<file path="src/rtl/gat_debug_monitor.sv">
// Debug monitor for the GAT pipeline: per-channel sticky/counter/first-timestamp, cycle timer, address watch.
// Readback is registered (1-cycle latency); no backpressure, inputs are sampled every cycle.
module gat_debug_monitor #(
    parameter int unsigned NUM_CH      = 8,
    parameter int unsigned CNT_W       = 32,
    parameter int unsigned ADDR_W      = 16,
    parameter logic [31:0] ADDR_THRESH = 32'd43328,
    parameter bit          COUNT_EDGE  = 1'b0,
    parameter int unsigned SEL_W       = $clog2(4 + 2 * NUM_CH)
) (
    input  logic              clk,
    input  logic              rst_n,
    input  logic [NUM_CH-1:0] evt_i,
    input  logic [ADDR_W-1:0] addr_i,
    input  logic              addr_vld_i,
    input  logic              clr_i,
    input  logic              freeze_i,
    input  logic [SEL_W-1:0]  rd_sel_i,
    output logic [31:0]       rd_data_o,
    output logic [NUM_CH-1:0] sticky_o,
    output logic              addr_flag_o
);

    logic [NUM_CH-1:0] evt_q;
    logic [NUM_CH-1:0] hit;
    logic [NUM_CH-1:0] sticky_q, sticky_d;
    logic [CNT_W-1:0]  cnt_q [NUM_CH];
    logic [CNT_W-1:0]  cnt_d [NUM_CH];
    logic [CNT_W-1:0]  ts_q  [NUM_CH];
    logic [CNT_W-1:0]  ts_d  [NUM_CH];
    logic [CNT_W-1:0]  timer_q, timer_d;
    logic [ADDR_W-1:0] addr_max_q, addr_max_d;
    logic [ADDR_W-1:0] addr_last_q, addr_last_d;
    logic              addr_flag_q, addr_flag_d;
    logic [31:0]       rd_q, rd_d;
    logic [31:0]       addr_ext;

    // evt_q tracks the raw input regardless of freeze/clear so a held level is never re-counted
    assign hit      = COUNT_EDGE ? (evt_i & ~evt_q) : evt_i;
    assign addr_ext = 32'(addr_i);

    always_comb begin
        timer_d     = timer_q;
        sticky_d    = sticky_q;
        addr_max_d  = addr_max_q;
        addr_last_d = addr_last_q;
        addr_flag_d = addr_flag_q;
        for (int k = 0; k < NUM_CH; k++) begin
            cnt_d[k] = cnt_q[k];
            ts_d[k]  = ts_q[k];
        end
        if (clr_i) begin
            timer_d     = '0;
            sticky_d    = '0;
            addr_max_d  = '0;
            addr_last_d = '0;
            addr_flag_d = 1'b0;
            for (int k = 0; k < NUM_CH; k++) begin
                cnt_d[k] = '0;
                ts_d[k]  = '0;
            end
        end else if (!freeze_i) begin
            if (timer_q != '1) begin
                timer_d = timer_q + CNT_W'(1);
            end
            for (int k = 0; k < NUM_CH; k++) begin
                if (hit[k]) begin
                    if (cnt_q[k] != '1) begin
                        cnt_d[k] = cnt_q[k] + CNT_W'(1);
                    end
                    if (!sticky_q[k]) begin
                        ts_d[k] = timer_q;
                    end
                    sticky_d[k] = 1'b1;
                end
            end
            if (addr_vld_i) begin
                addr_last_d = addr_i;
                if (addr_i > addr_max_q) begin
                    addr_max_d = addr_i;
                end
                if (addr_ext >= ADDR_THRESH) begin
                    addr_flag_d = 1'b1;
                end
            end
        end
    end

    always_comb begin
        rd_d = '0;
        case (rd_sel_i)
            SEL_W'(0): begin
                rd_d[NUM_CH-1:0] = sticky_q;
                rd_d[31]         = addr_flag_q;
            end
            SEL_W'(1): rd_d = 32'(timer_q);
            SEL_W'(2): rd_d = 32'(addr_max_q);
            SEL_W'(3): rd_d = 32'(addr_last_q);
            default:   rd_d = '0;
        endcase
        for (int k = 0; k < NUM_CH; k++) begin
            if (rd_sel_i == SEL_W'(4 + k)) begin
                rd_d = 32'(cnt_q[k]);
            end
            if (rd_sel_i == SEL_W'(4 + NUM_CH + k)) begin
                rd_d = 32'(ts_q[k]);
            end
        end
    end

    always_ff @(posedge clk or negedge rst_n) begin
        if (!rst_n) begin
            evt_q       <= '0;
            timer_q     <= '0;
            sticky_q    <= '0;
            addr_max_q  <= '0;
            addr_last_q <= '0;
            addr_flag_q <= 1'b0;
            rd_q        <= '0;
            for (int k = 0; k < NUM_CH; k++) begin
                cnt_q[k] <= '0;
                ts_q[k]  <= '0;
            end
        end else begin
            evt_q       <= evt_i;
            timer_q     <= timer_d;
            sticky_q    <= sticky_d;
            addr_max_q  <= addr_max_d;
            addr_last_q <= addr_last_d;
            addr_flag_q <= addr_flag_d;
            rd_q        <= rd_d;
            for (int k = 0; k < NUM_CH; k++) begin
                cnt_q[k] <= cnt_d[k];
                ts_q[k]  <= ts_d[k];
            end
        end
    end

    assign rd_data_o   = rd_q;
    assign sticky_o    = sticky_q;
    assign addr_flag_o = addr_flag_q;

endmodule

</file>
<file path="config.mk">
export PLATFORM = sky130hd
export DESIGN_NAME = gat_debug_monitor
export DESIGN_NICKNAME = d
export VERILOG_FILES = /design/src/rtl/gat_debug_monitor.sv
export SDC_FILE = /design/constraint.sdc
export NUM_CORES = 1
export LEC_CHECK = 0
export ABC_CLOCK_PERIOD_IN_PS = 3800
export CAP_MARGIN = 20
export CORE_UTILIZATION = 40
export DETAILED_ROUTE_END_ITERATION = 6
export GPL_ROUTABILITY_DRIVEN = 0
export MAX_ROUTING_LAYER = met4
export SYNTH_ARGS = -nofsm -noshare
export SYNTH_HDL_FRONTEND = slang
export SYNTH_SLANG_ARGS = --single-unit
export TNS_END_PERCENT = 10
</file>
<file path="constraint.sdc">
create_clock -name clk -period 3.8 [get_ports clk]
set_input_delay 0.38 -clock clk [delete_from_list [all_inputs] [get_ports clk]]
set_output_delay 0.38 -clock clk [all_outputs]
set_load 0.02 [all_outputs]
</file>
==> results.yml <==
global_route:
  grt_pass1_wl_mm: 195
  grt_usage: 0.317
  grt-ovfl-total: 0
  antenna_found_initial: 6
  grt_pass1_vias: 28600
  grt_max_degree: 112
drt:
  wl_met2_mm: 54.7
  wl_met1_mm: 55.2
  vias: 31100
  via_per_inst: 6.18
  top_layer: "met4"
  drt-pass1-iter-count: 7
  drc: 8
  detail_route.wl_per_cell_um: 26.0
  wl_met3_mm: 14.4
  drt-total-wl_mm: 131
  ant_nets: 0
  drtIter0Drc: 4651
sta:
  hold_ws_ns: 0.131
  max_clock_freq_mhz: 350
  finalMaxSlewViolations: 0
  setup_ws_ns: 0.944
  rsz0062_at_grt: "no"
  hold_viol: 0
  skew_ns: 0.0272
  setup_tns_ns: 0
  worst_pin_slew_ns: 0.942
  period_needed_ns: 2.86
  relSlewSlack: 0.370
  min_period_over_period: 0.752
  setup_viol: 0
layout:
  stdcell_count: 5040
  final_nets: 3977
  final_common_cell: "nand2_1"
  final_cell_mix: "nand2_1 (741), dfrtp_1 (617), a21oi_1 (418), nor2_1 (391), xor2_1 (142)"
  drive_above_1_share: 0.0860
  utilization: 0.462
  area_delta_synth_final_pct: 14.3
  fill_cells: 7870
critical_path:
  r2r_setup_slack_ns: 0.94
  critPathLaunchType: "flop"
  worstPathRequired_ns: 4.28
  arrival_ns: 3.33
  path_max_fanout: 19
  critPathCaptureType: "flop"
  critical_path_class: "flop to flop"
die:
  top_level_ports: 75
  dieArea_mm2: 0.0840
  rows: 105
  die_w_um: 290
  die_h_um: 290
  start_util: 0.404
  core_area_mm2: 0.0821
yosys:
  netlist_area_mm2: 0.0332
  synthCells: 3889
  synth-edff-count: 0
  seq_area_frac_synth: 0.466
  synthTopCellsByArea: "dfrtp_1 (47%), nand2_1 (8.4%), a21oi_1 (6.3%)"
  synthFlopType: "dfrtp_1"
  synth_cell_types: 84
  ys_ff_latch: 617
  ys_async_sr_fraction: 1.00
  yosysTopAreaCell: "dfrtp_1"
  avgSynthCellArea_um2: 8.53
  yosys_warnings: 0
  syn_nets: 3948
  synth.top_cell.area_share: 0.466
power_and_ir_drop:
  clkPwrFrac: 0.478
  internal-power_mw: 11.3
  switching_share: 0.257
  switchingPower_mw: 3.92
  ir_drop_v: 0.000276
  p_leak_nw: 15.2
  p_per_area_mw_per_mm2: 403
  p_seq_frac: 0.442
  power.share.combinational: 0.080
flow_run:
  cap_viol_max_count: 0
placed_design:
  dp_slack_ns: 0.563
  hpwl_mm: 93.5
  dp.cells: 4910
  portBuffers: 74
clock_network:
  path_clk_slew_ns: 0.06
  htree_levels: 3
  cts_made_buffers: 74
  clk_path_buf_depth: 3
  cts_tree: "yes"
  cts.sinks: 617
  ctsRootBufferMaster: "clkbuf_16"
  insertion_delay_ns: 0.64
status:
  status: "finished with violations"
  violations: "DRC"
hold_path:
  min_path_type: "primary input to flop"
==> per-stage QoR <==
step	area, um^2	power, mW
finish	37900	15.3
CTS	37900	15.3
global placement	35400	8.05
floorplan	33200	7.39
detailed placement	35400	8.05
global route	37900	15.7
==> critical path, stage by stage (launching register included) <==
cell,delay (ns)
dfrtp_1,0.49
nand4_1,0.23
or4_1,0.59
nand4bb_1,0.73
and2_1,0.48
xnor2_1,0.14
nor2_1,0.05
==> synth_stat cells (38+ instances only) <==
| library cell | n |
|---|---|
| o21ai_0 | 123 |
| nand2_1 | 741 |
| and3_1 | 60 |
| nand4_1 | 101 |
| xnor2_1 | 106 |
| inv_1 | 53 |
| clkbuf_1 | 218 |
| a221oi_1 | 41 |
| a21oi_1 | 418 |
| dfrtp_1 | 617 |
| a22oi_1 | 60 |
| xor2_1 | 142 |
| nor3_1 | 79 |
| nor2_1 | 399 |
| nor4_1 | 38 |
| nand3_1 | 112 |
| o22ai_1 | 60 |
==> state kept, by name (all words and copies together), names as in the netlist <==
| signal | count |
|---|---|
| rd_data_o | 32 |
| sticky_o | 8 |
| addr_max_q | 16 |
| addr_flag_o | 1 |
| timer_q | 32 |
| ts_q | 256 |
| cnt_q | 256 |
| addr_last_q | 16 |
==> power groups by stage <==
stage	clock network (mW)	registers [mW]	logic, mW
floorplan	0	6.84	0.546
global placement	0	6.86	1.18
detailed placement	0	6.86	1.19
CTS	7.37	6.74	1.19
global route	7.65	6.74	1.29
finish	7.30	6.75	1.22
==> cell families after synthesis <==
family	share of synthesized area
AO/OA/AOI/OAI	0.165
XOR/XNOR	0.0655
adder cells (fa/ha/maj)	0.00943
buffers and inverters	0.0377
flip-flops	0.466
multiplexers	0.00672
AND/OR/NAND/NOR	0.250
==> final cells by class <==
type,count,area (um^2),share of cell area
Antenna cell,4,10.0,0.000264
Clock buffer,103,2190,0.0579
Clock inverter,21,275,0.00726
Inverter,53,199,0.00525
Multi-Input combinational cell,2951,16500,0.435
Sequential cell,617,15400,0.407
Tap cell,1070,1340,0.0353
Timing Repair Buffer,221,1940,0.0512
==> routing by layer <==
metal	GRT usage	up-vias
met5	-	-
met4	0.141	0
met3	0.0672	353
met2	0.439	1854
met1	0.443	15200
li1	-	13700
==> worst paths after layout <==
path	cells after the start	startpoint	end
worst max-delay path	6	cnt_q[175]$_DFFE_PN0P_	cnt_q[160]$_DFFE_PN0P_
worst min-delay path	2	clr_i	cnt_q[53]$_DFFE_PN0P_
worst max register to register	6	cnt_q[175]$_DFFE_PN0P_	cnt_q[160]$_DFFE_PN0P_
worst min register to register	2	ts_q[147]$_DFFE_PN0P_	ts_q[147]$_DFFE_PN0P_
max in group asynchronous	3	rst_n	ts_q[9]$_DFFE_PN0P_
min in group asynchronous	2	rst_n	ts_q[186]$_DFFE_PN0P_
==> timing repair <==
item,4_1_cts,5_1_grt
hold buffers,1,0
hold endpoints to repair,56,0
gates resized for setup,0,0
buffers inserted,0,0
(Power assumes the default switching activity.)
